### config.mk
export PLATFORM = sky130hd
export DESIGN_NAME = unidade_controle_mc
export DESIGN_NICKNAME = d
export VERILOG_FILES = /design/src/rtl/unidade_controle_mc.sv
export SDC_FILE = /design/constraint.sdc
export NUM_CORES = 1
export LEC_CHECK = 0
export ABC_CLOCK_PERIOD_IN_PS = 1600
export CAP_MARGIN = 30
export CORE_UTILIZATION = 41
export DETAILED_ROUTE_END_ITERATION = 16
export GPL_TIMING_DRIVEN = 0
export PLACE_DENSITY = 0.82
export SYNTH_ARGS = -nofsm -noshare
export SYNTH_HDL_FRONTEND = slang
export SYNTH_SLANG_ARGS = --single-unit
### constraint.sdc
create_clock -name clock -period 1.6 [get_ports clock]
set_clock_uncertainty 0.1 [all_clocks]
set_input_delay 0.16 -clock clock [delete_from_list [all_inputs] [get_ports clock]]
set_output_delay 0.16 -clock clock [all_outputs]
set_load 0.05 [all_outputs]
### src/rtl/unidade_controle_mc.sv
// Multi-cycle control FSM for the nRISC core: fetch, decode, execute, memory
// and write-back sequencing with a memory-ready handshake.
module unidade_controle_mc #(
  parameter int LARG_OP = 4
) (
  input  logic               clock,
  input  logic               reset_n,
  input  logic [LARG_OP-1:0] opcode,
  input  logic               mem_pronta,
  output logic               ir_escreve,
  output logic               pc_escreve,
  output logic               pc_escreve_cond,
  output logic [1:0]         pc_fonte,
  output logic               reg_escreve,
  output logic [1:0]         reg_fonte,
  output logic [1:0]         sinalt2,
  output logic [2:0]         ula_op,
  output logic               ula_fonte_b,
  output logic               mem_le,
  output logic               mem_escreve,
  output logic               ilegal,
  output logic               parado,
  output logic [2:0]         estado
);

  typedef enum logic [2:0] {
    BUSCA  = 3'b000,
    DECOD  = 3'b001,
    EXEC   = 3'b010,
    MEM    = 3'b011,
    ESCR   = 3'b100,
    PARADO = 3'b101
  } estado_t;

  localparam logic [LARG_OP-1:0] OP_LI   = 4'b0101;
  localparam logic [LARG_OP-1:0] OP_LW   = 4'b0110;
  localparam logic [LARG_OP-1:0] OP_SW   = 4'b0111;
  localparam logic [LARG_OP-1:0] OP_BEQ  = 4'b1000;
  localparam logic [LARG_OP-1:0] OP_JAL  = 4'b1001;
  localparam logic [LARG_OP-1:0] OP_JR   = 4'b1010;
  localparam logic [LARG_OP-1:0] OP_HALT = 4'b1111;
  localparam logic [LARG_OP-1:0] OP_SLT  = 4'b0100;

  estado_t estado_q, estado_d;
  logic    op_r;

  always_ff @(posedge clock or negedge reset_n) begin
    if (!reset_n) estado_q <= BUSCA;
    else          estado_q <= estado_d;
  end

  assign op_r   = (opcode <= OP_SLT);
  assign estado = estado_q;

  // Outputs are gated by reset_n so nothing is requested while reset is held,
  // even though the state register already reads BUSCA.
  always_comb begin
    estado_d        = estado_q;
    ir_escreve      = 1'b0;
    pc_escreve      = 1'b0;
    pc_escreve_cond = 1'b0;
    pc_fonte        = 2'b00;
    reg_escreve     = 1'b0;
    reg_fonte       = 2'b00;
    sinalt2         = 2'b00;
    ula_op          = 3'b000;
    ula_fonte_b     = 1'b0;
    mem_le          = 1'b0;
    mem_escreve     = 1'b0;
    ilegal          = 1'b0;
    parado          = 1'b0;
    if (reset_n) begin
      unique case (estado_q)
        BUSCA: begin
          mem_le     = 1'b1;
          ir_escreve = mem_pronta;
          pc_escreve = mem_pronta;
          if (mem_pronta) estado_d = DECOD;
        end
        DECOD: begin
          if (op_r || opcode == OP_LW || opcode == OP_SW ||
              opcode == OP_BEQ || opcode == OP_JR)
            estado_d = EXEC;
          else if (opcode == OP_LI || opcode == OP_JAL)
            estado_d = ESCR;
          else if (opcode == OP_HALT)
            estado_d = PARADO;
          else begin
            ilegal   = 1'b1;
            estado_d = BUSCA;
          end
        end
        EXEC: begin
          estado_d = BUSCA;
          if (op_r) begin
            ula_op   = opcode[2:0];
            estado_d = ESCR;
          end else if (opcode == OP_LW || opcode == OP_SW) begin
            ula_fonte_b = 1'b1;
            estado_d    = MEM;
          end else if (opcode == OP_BEQ) begin
            ula_op          = 3'b001;
            pc_escreve_cond = 1'b1;
            pc_fonte        = 2'b01;
          end else if (opcode == OP_JR) begin
            pc_escreve = 1'b1;
            pc_fonte   = 2'b11;
          end
        end
        MEM: begin
          if (opcode == OP_LW) begin
            mem_le = 1'b1;
            if (mem_pronta) estado_d = ESCR;
          end else if (opcode == OP_SW) begin
            mem_escreve = 1'b1;
            if (mem_pronta) estado_d = BUSCA;
          end else begin
            estado_d = BUSCA;
          end
        end
        ESCR: begin
          estado_d    = BUSCA;
          reg_escreve = 1'b1;
          if (opcode == OP_LW) begin
            reg_fonte = 2'b01;
          end else if (opcode == OP_LI) begin
            reg_fonte = 2'b10;
            sinalt2   = 2'b01;
          end else if (opcode == OP_JAL) begin
            reg_fonte  = 2'b11;
            sinalt2    = 2'b10;
            pc_escreve = 1'b1;
            pc_fonte   = 2'b10;
          end
        end
        PARADO: begin
          parado = 1'b1;
        end
        default: estado_d = BUSCA;
      endcase
    end
  end

endmodule

==> results of run 1 <==
synthesized netlist by cell type (2+ instances only):
library cell,number,area share
nand3_1,3,0.024
nor2b_1,3,0.030
nor4_1,4,0.040
nor3b_1,2,0.024
nor3_1,4,0.032
nor2_1,6,0.036
buf_4,5,0.060
o21ai_0,3,0.024
o22ai_1,2,0.020
buf_2,3,0.024
nand2_1,10,0.060
nor4b_1,2,0.028
a21oi_1,5,0.040
xor2_1,2,0.028
dfrtp_1,3,0.12
inv_1,3,0.018
nand2b_1,3,0.030
cell families after synthesis:
family / count (synthesis) / synth area share
compound gates: 20 / 0.230
flops: 3 / 0.120
buf+inv: 13 / 0.126
simple gates: 48 / 0.482
xor+xnor: 3 / 0.0420
metrics by stage:
step,utilization,setup WS [ps],area [sq um]
floorplan,-,-514,783
detailed placement,0.777,-1310,1060
global placement,0.777,-1290,1060
==> key figures, run 1 <==
Clock tree
  – Number of buffers on the longest clock path: 2
  – Clock root buffer: clkbuf_4
  – Max H-tree Level: 1
  – Number of buffers created by CTS: 3
  – Post-cts resize count: 153
  – Number of buffers inserted by hold repair at cts: 1
  – Clock sink count: 3
  – Post-CTS Setup Bufs: 14

Die
  – Die Width: 41.1 microns
  – Starting density of the core: 0.458
  – Y dimension of the die: 41.1 microns
  – Top-level I/O count: 28
  – Placement Rows: 13

Synthesis
  – Syn_area_per_cell: 7.19 sq um
  – Synthesized instance count: 87
  – Synthesized flop and latch total: 3
  – Synthesized cell area: 626 sq um
  – Post-synthesis cell type count: 41
  – Share of async-settable or async-resettable flops after synthesis: 1.00
  – Synth warnings: 0
  – Total nets after synthesis: 94
  – EDFF count, synth: 0
  – Post-synth top flop: dfrtp_1
  – Share of synthesized area occupied by flip-flops and latches: 0.120

Placement
  – Detailed placer's ending HPWL: 1.44 mm
  – Port Buffers: 26
  – Last weighted congestion value of the routability-driven placer: 0.898
  – Placed insts: 128

Outcome
  – Terminating stage of the flow: clock tree synthesis
  – Run status: aborted with a tool error
  – Error Message: [ERROR DPL-0033] detailed placement checks failed during check placement.
==> run 2, diff against run 1 <==
- CORE_AREA: not set -> 2 2 63 65
- CORE_UTILIZATION: 41 -> not set
- DIE_AREA: not set -> 0 0 65 67
- PLACE_DENSITY: 0.82 -> not set
- PLACE_DENSITY_LB_ADDON: not set -> 0.15
==> run 2 against run 1 <==
Compared with the run above: the flow now finishes, with violations (negative setup slack); synthesized cell count unchanged; area after synthesis is the same.
==> key figures, run 2 <==
Placement
  – Port Buffers: 26
  – Placed insts: 161
  – Place WS: -1320 ps
  – Detailed placer's ending HPWL: 1.64 mm
  – Last weighted congestion value of the routability-driven placer: 0.766

Setup path
  – Origin of the worst setup path: estado[2]
  – CP Max Fanout: 4
  – Buffers and inverters on the worst path: 2
  – Cell depth of the worst setup path: 6
  – Reg2reg path depth: 6
  – Setup slack of the worst register-to-register path: 110 ps
  – Worst path max stage delay: 410 ps
  – Reg-to-Reg End: estado[2]
  – Startpoint types: register
  – WP data arrival: 1590 ps
  – Slowest cell on the critical path: dfrtp_2
  – Worst setup path endpoint: pc_escreve_cond
  – Path type of the worst setup path: reg2out
  – Cells traversed along the worst timing path: buf_8 -> nor2b_4 -> nand3_4 -> or2_4 -> nor4_4 -> buf_6
  – Kind of capture point of the worst setup path: primary output
  – Reg-to-reg critical path startpoint: estado[1]
  – CP delay by family, top: simple AND/OR/NAND/NOR gates
  – Data required time of the worst path: 1340 ps

Global routing
  – GRT overflow: 0
  – Pin count of the biggest net entering global routing: 11
  – Global-route total usage across every layer: 0.116
  – Antenna violations before repair: 0
  – Number of global-route vias before repair: 842
  – Global-route wire length before repair: 3.90 mm

Detailed routing
  – Via total after detailed routing: 858
  – Via density: 4.56
  – Final routed wirelength across all metal layers: 2.43 mm
  – First DRT Iteration DRCs: 17
  – Routed length per instance: 12.9 microns
  – DRC violations left: 0
  – DR pass1 iterations: 4
  – Count of nets left with antenna violations after detail routing: 0

Die
  – Starting density of the core: 0.173
  – Top-level I/O count: 28
  – Floorplan die area: 4360 sq um
  – Placement Rows: 22
  – Area inside the core boundary: 3610 sq um
  – Die Width: 65 microns
  – Y dimension of the die: 67 microns

Clock tree
  – Clock root buffer: clkbuf_8
  – Max H-tree Level: 1
  – Clock-pin slew on the worst setup and hold paths: 30 ps
  – CTS tree: built
  – Number of buffers created by CTS: 3
  – Later-pin clock latency in the skew report: 230 ps
  – Number of buffers on the longest clock path: 2
  – Clock sink count: 3

Synthesis
  – Cell type contributing the most total cell area after synthesis: dfrtp_1
  – Total nets after synthesis: 94
  – EDFF count, synth: 0
  – Syn_area_per_cell: 7.19 sq um
  – Post-synthesis cell type count: 41
  – Synthesized cell area: 626 sq um
  – Synthesized flop and latch total: 3
  – Synth warnings: 0
  – Most area-consuming cells after synthesis: dfrtp_1 12%, buf_4 6.0%, nand2_1 6.0%
  – Post-synth top flop: dfrtp_1
  – Synthesized instance count: 87
  – Most frequent cells after synthesis: 10 x nand2_1, 6 x nor2_1, 5 x a21oi_1, 5 x buf_4
  – Share of async-settable or async-resettable flops after synthesis: 1.00
  – Fraction of post-synthesis cell area in the top cell type by area: 0.120
  – Share of synthesized area occupied by flip-flops and latches: 0.120
  – Most frequently used cell type in the post-synthesis netlist: nand2_1

STA
  – Least setup slack across all paths after layout: -251 ps
  – Final setup violating endpoints: 17
  – Max-slew violation count: 0
  – WHS: 341 ps
  – Time the final worst path needs with I/O delays and setup: 1850 ps
  – Highest Clock Rate: 540 MHz
  – Slew at the pin closest to its max-slew limit: 484 ps
  – Final clock period utilization by the worst path: 1.16
  – Relative slew margins: 0.679
  – Hold violation total from the final report: 0
  – Setup repair after global routing missed its margin: yes

Final layout
  – Layout cell share with drive strength beyond 1: 0.657
  – Reg area: 78.8 sq um
  – Fin util: 0.416
  – Multi-input combinational cell area: 728 sq um
  – Number of diodes added for antenna fixing: 0
  – Leading cell type in the layout, fill and taps excluded: buf_4
  – Leading cell types in the layout, fill and taps excluded: 24 x buf_4, 19 x buf_6, 9 x nand2_1
  – Filler cell count in the final layout: 365
  – Final cell count without fillers: 188
  – Area grow syn2layout: 140%
  – Number of nets in the final layout: 148
  – Number of flip-flops under the largest register name: 3

Power
  – Total design power: 1.59 mW
  – Power density of the placed cells: 1060 nW/um^2
  – Worst vdd ir: 0.357 mV
  – Leakage power of the design: 0.590 nW

Outcome
  – Violated checks: negative setup slack
  – Run status: finished with violations

Run
  – Maximum Capacitance Violations: 0

Worst hold path
  – Hold Crit Class: in2async
[run 2: per-layer routing]
| metal | share of wire | routed length (microns) | GRT usage |
|---|---|---|---|
| met2 | 0.54 | 1310 | 0.216 |
| met5 | 0 | 0 | 0 |
| met3 | 0.028 | 68 | 0.0101 |
| met1 | 0.43 | 1040 | 0.136 |
| met4 | 0.0058 | 14 | 0.0479 |
[run 2: metrics by stage]
step	TNS (ps)	cell area, sq um
detailed placement	-17870	1100
floorplan	-3960	783
finish	-2410	1500
CTS	-2620	1340
global placement	-17630	1100
global route	-3460	1500
[run 2: report_power, final]
part	leakage (nW)	internal, mW	total [mW]	switching, mW
clock	0.0228	0.171	0.230	0.0591
sequential	0.0350	0.108	0.151	0.0431
combinational	0.532	0.562	1.21	0.647
total	0.590	0.840	1.59	0.749
[run 2: what timing repair did]
| action | 4_1_cts | 5_1_grt |
|---|---|---|
| gates cloned | 0 | 0 |
| resized for setup | 142 | 24 |
| endpoints found under the setup margin | 21 | 20 |
| hold endpoints to repair | 3 | 0 |
| hold buffers | 1 | 0 |
| setup buffers | 15 | 9 |
| pin swaps | 10 | 9 |
[run 2: how the worst min path moves through the flow]
stage           endpoint  slack [ps]  depth (start not counted)
2_1_floorplan  estado[0]        -240                          0
6_report       estado[0]         340                          2
3_5_place_dp   estado[1]         270                          1
5_1_grt        estado[0]         360                          2
3_3_place_gp   estado[0]         260                          1
4_1_cts        estado[0]         340                          2
[run 2: cells by family after synthesis]
logic type,synth area share
and+or+nand+nor,0.482
xor gates and xnor gates,0.0420
buffers and inverters,0.126
DFF,0.120
AOI/OAI and AO/OA,0.230
[run 2: layout make-up]
type	count	share of cell area
Multi-Input combinational cell	71	0.485
Tap cell	48	0.0400
Clock buffer	4	0.0300
Buffer	8	0.0550
Inverter	4	0.0125
Sequential cell	3	0.0525
Timing Repair Buffer	50	0.325
(Power assumes the default switching activity.)
